<file path="src/rtl/sipo_frame_ctrl.sv">
// Serial-in/parallel-out frame controller: start bit, WIDTH data bits MSB first,
// optional stop bit, then a one-entry valid/ready output buffer.
module sipo_frame_ctrl #(
    parameter int WIDTH      = 4,
    parameter int STOP_CHECK = 1
) (
    input  logic             i_clk,
    input  logic             i_rst,
    input  logic             i_serial_valid,
    input  logic             i_serial_in,
    input  logic             i_out_ready,
    input  logic             i_clr_err,
    output logic [WIDTH-1:0] o_parallel_out,
    output logic             o_out_valid,
    output logic             o_busy,
    output logic             o_frame_err,
    output logic             o_overrun,
    output logic [7:0]       o_frame_count
);

    localparam int CNT_W = (WIDTH > 2) ? $clog2(WIDTH) : 1;
    localparam logic [CNT_W-1:0] LAST_BIT = CNT_W'(WIDTH - 1);

    typedef enum logic [1:0] {
        IDLE = 2'd0,
        DATA = 2'd1,
        STOP = 2'd2
    } state_t;

    state_t           r_state;
    state_t           w_next_state;
    logic [CNT_W-1:0] r_bit_cnt;
    logic [WIDTH-1:0] r_shift;
    logic [WIDTH-1:0] r_parallel_out;
    logic             r_out_valid;
    logic             r_frame_err;
    logic             r_overrun;
    logic [7:0]       r_frame_count;

    logic             w_start;
    logic             w_shift_en;
    logic             w_complete;
    logic             w_stop_bad;
    logic             w_drain;
    logic             w_load;
    logic             w_drop;
    logic [WIDTH-1:0] w_shift_next;
    logic [WIDTH-1:0] w_word;

    assign w_shift_next = {r_shift[WIDTH-2:0], i_serial_in};

    // Without a stop bit the word completes on the last data bit, before the shift lands.
    assign w_word  = (STOP_CHECK != 0) ? r_shift : w_shift_next;
    assign w_drain = r_out_valid & i_out_ready;
    assign w_load  = w_complete & (~r_out_valid | i_out_ready);
    assign w_drop  = w_complete & r_out_valid & ~i_out_ready;

    always_ff @(posedge i_clk) begin
        if (i_rst) begin
            r_state <= IDLE;
        end else begin
            r_state <= w_next_state;
        end
    end

    always_comb begin
        w_next_state = r_state;
        w_start      = 1'b0;
        w_shift_en   = 1'b0;
        w_complete   = 1'b0;
        w_stop_bad   = 1'b0;
        if (i_serial_valid) begin
            case (r_state)
                IDLE: begin
                    if (i_serial_in) begin
                        w_start      = 1'b1;
                        w_next_state = DATA;
                    end
                end
                DATA: begin
                    w_shift_en = 1'b1;
                    if (r_bit_cnt == LAST_BIT) begin
                        if (STOP_CHECK != 0) begin
                            w_next_state = STOP;
                        end else begin
                            w_next_state = IDLE;
                            w_complete   = 1'b1;
                        end
                    end
                end
                STOP: begin
                    w_next_state = IDLE;
                    if (i_serial_in) begin
                        w_stop_bad = 1'b1;
                    end else begin
                        w_complete = 1'b1;
                    end
                end
                default: begin
                    w_next_state = IDLE;
                end
            endcase
        end
    end

    always_ff @(posedge i_clk) begin
        if (i_rst) begin
            r_bit_cnt <= '0;
            r_shift   <= '0;
        end else if (w_start) begin
            r_bit_cnt <= '0;
            r_shift   <= '0;
        end else if (w_shift_en) begin
            r_shift   <= w_shift_next;
            r_bit_cnt <= (r_bit_cnt == LAST_BIT) ? '0 : r_bit_cnt + CNT_W'(1);
        end
    end

    // A load on the same edge as a drain keeps the buffer occupied with the new word.
    always_ff @(posedge i_clk) begin
        if (i_rst) begin
            r_parallel_out <= '0;
            r_out_valid    <= 1'b0;
            r_frame_count  <= 8'd0;
        end else if (w_load) begin
            r_parallel_out <= w_word;
            r_out_valid    <= 1'b1;
            r_frame_count  <= r_frame_count + 8'd1;
        end else if (w_drain) begin
            r_out_valid    <= 1'b0;
        end
    end

    always_ff @(posedge i_clk) begin
        if (i_rst) begin
            r_frame_err <= 1'b0;
            r_overrun   <= 1'b0;
        end else begin
            r_frame_err <= w_stop_bad;
            if (w_drop) begin
                r_overrun <= 1'b1;
            end else if (i_clr_err) begin
                r_overrun <= 1'b0;
            end
        end
    end

    assign o_parallel_out = r_parallel_out;
    assign o_out_valid    = r_out_valid;
    assign o_busy         = (r_state != IDLE);
    assign o_frame_err    = r_frame_err;
    assign o_overrun      = r_overrun;
    assign o_frame_count  = r_frame_count;

endmodule

</file>
<file path="config.mk">
export PLATFORM = sky130hd
export DESIGN_NAME = sipo_frame_ctrl
export DESIGN_NICKNAME = d
export VERILOG_FILES = /design/src/rtl/sipo_frame_ctrl.sv
export SDC_FILE = /design/constraint.sdc
export NUM_CORES = 1
export LEC_CHECK = 0
export BUFFER_PORTS_ARGS = -buffer_cell sky130_fd_sc_hd__buf_2
export CORE_MARGIN = 2
export CORE_UTILIZATION = 35
export CTS_CLUSTER_DIAMETER = 100
export DETAILED_ROUTE_END_ITERATION = 8
export SLEW_MARGIN = 20
export SYNTH_ARGS = -nofsm -noshare
export SYNTH_HDL_FRONTEND = slang
export SYNTH_SLANG_ARGS = --single-unit
</file>
<file path="constraint.sdc">
create_clock -name i_clk -period 3.8 [get_ports i_clk]
set_input_delay 0.76 -clock i_clk [delete_from_list [all_inputs] [get_ports i_clk]]
set_output_delay 0.76 -clock i_clk [all_outputs]
set_load 0.005 [all_outputs]
</file>
# Word-level counts from Yosys, hierarchy flattened
# Cells that the tools add are included.
# word_totals
input_bits	6
regBits	23
wordCells	47
output_inout_bits	16
# classes
n_eq_ne	5
n_addsub	2
muxes	16
reduce_logical	7
bitwise_logic	9
# ops
op	n
2-to-1 mux 1 bit	12
adder 8 x 1 -> 8 bit (second input constant)	1
2-to-1 mux 2 bit	3
nonzero test 2 bit	3
bitwise AND 1 bit	4
== test 2 bit (second input constant)	2
!= test 2 bit (second input constant)	2
NOT 1 bit	4
one-hot mux 2 bit (2 select lines)	1
AND reduction 3 bit	1
OR reduction 3 bit	1
adder 2 x 1 -> 2 bit (second input constant)	1
== test 2 x 1 -> 1 bit (second input constant)	1
zero test 2 bit	1
OR reduction 2 bit	1
OR 1 bit	1

# Depth between registers and ports, before layout
# depth
word_depth	6
ltp_mapped	5
ltp_nobuf	5

# Least setup slack after synthesis
# Ideal clock, no wire load.
# synth_path
kind	input-to-reg
from	in i_serial_in
to	reg r_frame_count[7] (netlist: o_frame_count[7])
n_path_buf	0
t_arrival_ps	1586
setup_time_ps	70
t_required_ps	3730
stages	4
setup_slack_ps	2143
cell_sequence	and4bb_1 > nand4_1 > or3_1 > a21oi_1
# synth_via
elab_chain_cells	4
# synth_lines
item	line_no	rtl
start: declaration	10	input logic i_serial_in,
2-to-1 mux 1 bit	93	if (i_serial_in) begin
2-to-1 mux 1 bit	-	
2-to-1 mux 1 bit	72	if (i_serial_valid) begin
bitwise AND 1 bit	55	assign w_load = w_complete & (~r_out_valid | i_out_ready);
end signal: assignment	128	r_frame_count <= r_frame_count + 8'd1;
end: declaration	38	logic [7:0] r_frame_count;
# No other way between the ends.
# A chain may end at the register's enable or synchronous reset.

# Worst setup path in the final report
# layout_path
from	reg r_state[1]
to	out o_busy
# layout_via
elab_chain_cells	1
# layout_lines
item	line_no	rtl
start: declaration	30	state_t r_state;
start signal: assignment	62	r_state <= w_next_state;
nonzero test 2 bit	150	assign o_busy = (r_state != IDLE);
end: declaration	15	output logic o_busy,
# No other way between the ends.

==> flow_summary_export.csv <==
group,metric,value,unit
final_layout,fin_area,1100,um^2
final_layout,fill_cells,275,
timing,fin_crit,1.89,ns
route,vias,781,
hold_path,whs_path_depth,2,
route,ant_nets,0,
clock_tree,clk_pin_slew_worst_paths,0.12,ns
synthesis,ys_warn_count,0,
hold_path,min-delay-start,"o_parallel_out[1]",
global_route,grt_use_total,12.5,%
worst_setup_path,timing.rr.start,"r_state[1]",
floorplan,core_area,2520,um^2
floorplan,fp.dieH,56.1,um
synthesis,syn-mean-instance-area,8.86,um^2
worst_setup_path,cp_max_fo,9,
clock_tree,h-tree-depth,1,
timing,slew_viol_final,0,
worst_setup_path,r2r-end,"o_frame_count[7]",
timing,fin_tns_setup,0,ns
clock_tree,cts_root_buffer,"clkbuf_4",
global_route,antenna_found_initial,0,
run,max_cap_viol_count,0,
synthesis,synth_cell_types,27,
synthesis,seq_area_frac_synth,48.5,%
floorplan,die_area,3140,um^2
power_and_ir_drop,powerDensity,341,nW/um^2
timing,skew,0.000974,ns
global_route,grt_overflow_total,0,
synthesis,synthArstFlopShare,0,%
worst_setup_path,crit_arrival,1.13,ns
clock_tree,clock-sinks,23,
place,postPlaceCellArea,1070,um^2
worst_setup_path,worstSetupPathType,"register to output pin",
timing,hold_viol_final,0,
global_route,grt_pass1_vias,760,
power_and_ir_drop,vdd_drop_max,256,uV
synthesis,syn_inst,107,
clock_tree,hold_buffers,0,
global_route,grt_pass1_wl,3190,um
timing,relSlewSlack,71.7,%
clock_tree,postCtsSetupRepairBufs,0,
route,wl_per_cell,11.5,um
timing,hold_ws,0.466,ns
timing,fmax,530,MHz
final_layout,antennaDiodeCount,0,
worst_setup_path,slowest_delay,0.39,ns
place,port_buffers,21,
floorplan,die-width,56.1,um
worst_setup_path,crit_slowest_cell,"dfxtp_1",
route,wirelength,1810,um
timing,finalCritPeriodShare,49.6,%
route,remaining_drc_errors,0,
floorplan,ios,22,
worst_setup_path,crit_required,3.04,ns
clock_tree,clockBufferDepth,2,
global_route,grt_max_degree,20,
clock_tree,cts_tree,"done",
final_layout,fin_nets,137,
final_layout,drive_above_1_share,19.5,%
timing,rsz0062_at_grt,"false",
clock_tree,cts-resized-gates,0,
worst_setup_path,startpoint,"r_state[1]",
synthesis,ys_ff_latch,23,
place,routabilityCongestion,0.748,
route,avgViaCountPerCell,4.94,
route,drt-initial-drc-count,7,
status,status,"finished clean",
timing,setup_viol,0,
final_layout,syn_to_final_growth,16.1,%
hold_path,hold_end,"o_parallel_out[1]",
synthesis,dominantRegCellSynth,"dfxtp_1",
timing,tightest_slew,0.423,ns
worst_setup_path,ff2ff_setup_slack,2.04,ns
place,place_hpwl,1300,um
worst_setup_path,cp_cell_sequence,"or2_2 -> buf_2",
clock_tree,clk_latency,0.30,ns
route,firstDrtPassIters,3,
synthesis,syn_area,948,um^2
hold_path,hp-class,"register to register",
floorplan,start_util,37.6,%
floorplan,row_count,18,
worst_setup_path,crit_path_end_kind,"output pin",
worst_setup_path,r2r_cells,4,
worst_setup_path,critPathLaunchType,"register",
power_and_ir_drop,leakage,0.495,nW
synthesis,synth-edff-count,0,
synthesis,synthesis.nets,115,
clock_tree,cts_inserted_buffers,3,
cell usage in the layout, fill, tap and decap left out, types with 2 or more instances in the layout:
cell      netlist  final
dfxtp_1        23     23
o21ai_0         2      2
nor2b_1         3      3
nand3b_1        2      2
mux2i_1         5      5
ha_1            2      2
nand3_1         8      8
clkbuf_4        0      3
nand4_1         4      4
a21oi_1        12     12
nor2_1         15     15
buf_2           1     21
xor2_1          4      4
nor3_1          2      2
nand2_1         8      8
nand2b_1        2      2
synth_stat cells, types with 2 or more instances:
| cell | count | area (um^2) |
|---|---|---|
| mux2i_1 | 5 | 50.1 |
| nor3_1 | 2 | 10.0 |
| dfxtp_1 | 23 | 460 |
| nand3b_1 | 2 | 15.0 |
| ha_1 | 2 | 25.0 |
| clkbuf_1 | 3 | 11.3 |
| nand2_1 | 8 | 30.0 |
| a21oi_1 | 12 | 60.1 |
| xor2_1 | 4 | 35.0 |
| o21ai_0 | 2 | 10.0 |
| nor2b_1 | 3 | 18.8 |
| nand2b_1 | 2 | 12.5 |
| nand4_1 | 4 | 25.0 |
| nor2_1 | 15 | 56.3 |
| nand3_1 | 8 | 40.0 |
kinds of logic (layout without fill, tap and decap cells):
group / count (synthesis) / in the layout / share of synthesized area, %
buf+inv: 5 / 26 / 2.11
mux: 5 / 5 / 5.28
xor+xnor: 5 / 5 / 4.62
compound gates: 15 / 15 / 8.18
fa+ha+maj: 2 / 2 / 2.64
simple gates: 52 / 52 / 28.6
flops: 23 / 23 / 48.5
worst max-delay path: cells and delay by family, from the launching register on:
family	cells	cell delay, ns
AND/OR/NAND/NOR	1	0.31
flip-flops	1	0.39
buffers and inverters	1	0.12
final cells by class:
type	count	area, um^2	area share (%)
multi-input cells	79	468	42.5
flip-flops and latches	23	460	41.8
repair buffers	21	105	9.55
well taps	30	37.5	3.41
clock buffers	4	26.3	2.39
inverters	1	3.75	0.341
worst max path at each step:
| stage | endpoint | slack, ns | depth (start not counted) |
|---|---|---|---|
| 3_5_place_dp | o_frame_count[7] | 1.59 | 5 |
| 5_1_grt | o_frame_count[7] | 1.83 | 5 |
| 2_1_floorplan | o_frame_count[7] | 2.14 | 4 |
| 6_report | o_busy | 1.91 | 2 |
| 4_1_cts | o_busy | 1.89 | 2 |
| 3_3_place_gp | o_frame_count[7] | 1.70 | 5 |
where the power goes:
group / internal [W] / total (W) / switching [W]
logic: 0.00000906 / 0.0000203 / 0.0000112
clock network: 0.0000409 / 0.000109 / 0.0000684
registers: 0.000243 / 0.000246 / 0.00000238
metal layers:
| layer | track usage (%) | up-vias | wire length [um] |
|---|---|---|---|
| li1 | - | 409 | - |
| met1 | 14.7 | 352 | 875 |
| met2 | 20.5 | 18 | 807 |
| met3 | 5.81 | 2 | 113 |
| met4 | 3.06 | 0 | 13 |
| met5 | 0 | - | 0 |
registers in the layout, indices dropped and copies added, names as in the netlist:
signal          count
o_frame_count       8
o_frame_err         1
o_out_valid         1
o_overrun           1
o_parallel_out      4
r_bit_cnt           2
r_shift             4
r_state             2
stage by stage:
| stage | setup slack (ns) | util [%] | instances | total power, W |
|---|---|---|---|---|
| floorplan | 2.14 | - | 107 | 0.000265 |
| global placement | 1.70 | 42.6 | 154 | 0.000271 |
| detailed placement | 1.59 | 42.6 | 154 | 0.000271 |
| CTS | 1.89 | 43.7 | 158 | 0.000384 |
| global route | 1.83 | 43.7 | 158 | 0.000399 |
| finish | 1.91 | 43.7 | 158 | 0.000375 |
Power figures use the tool's default switching activity.
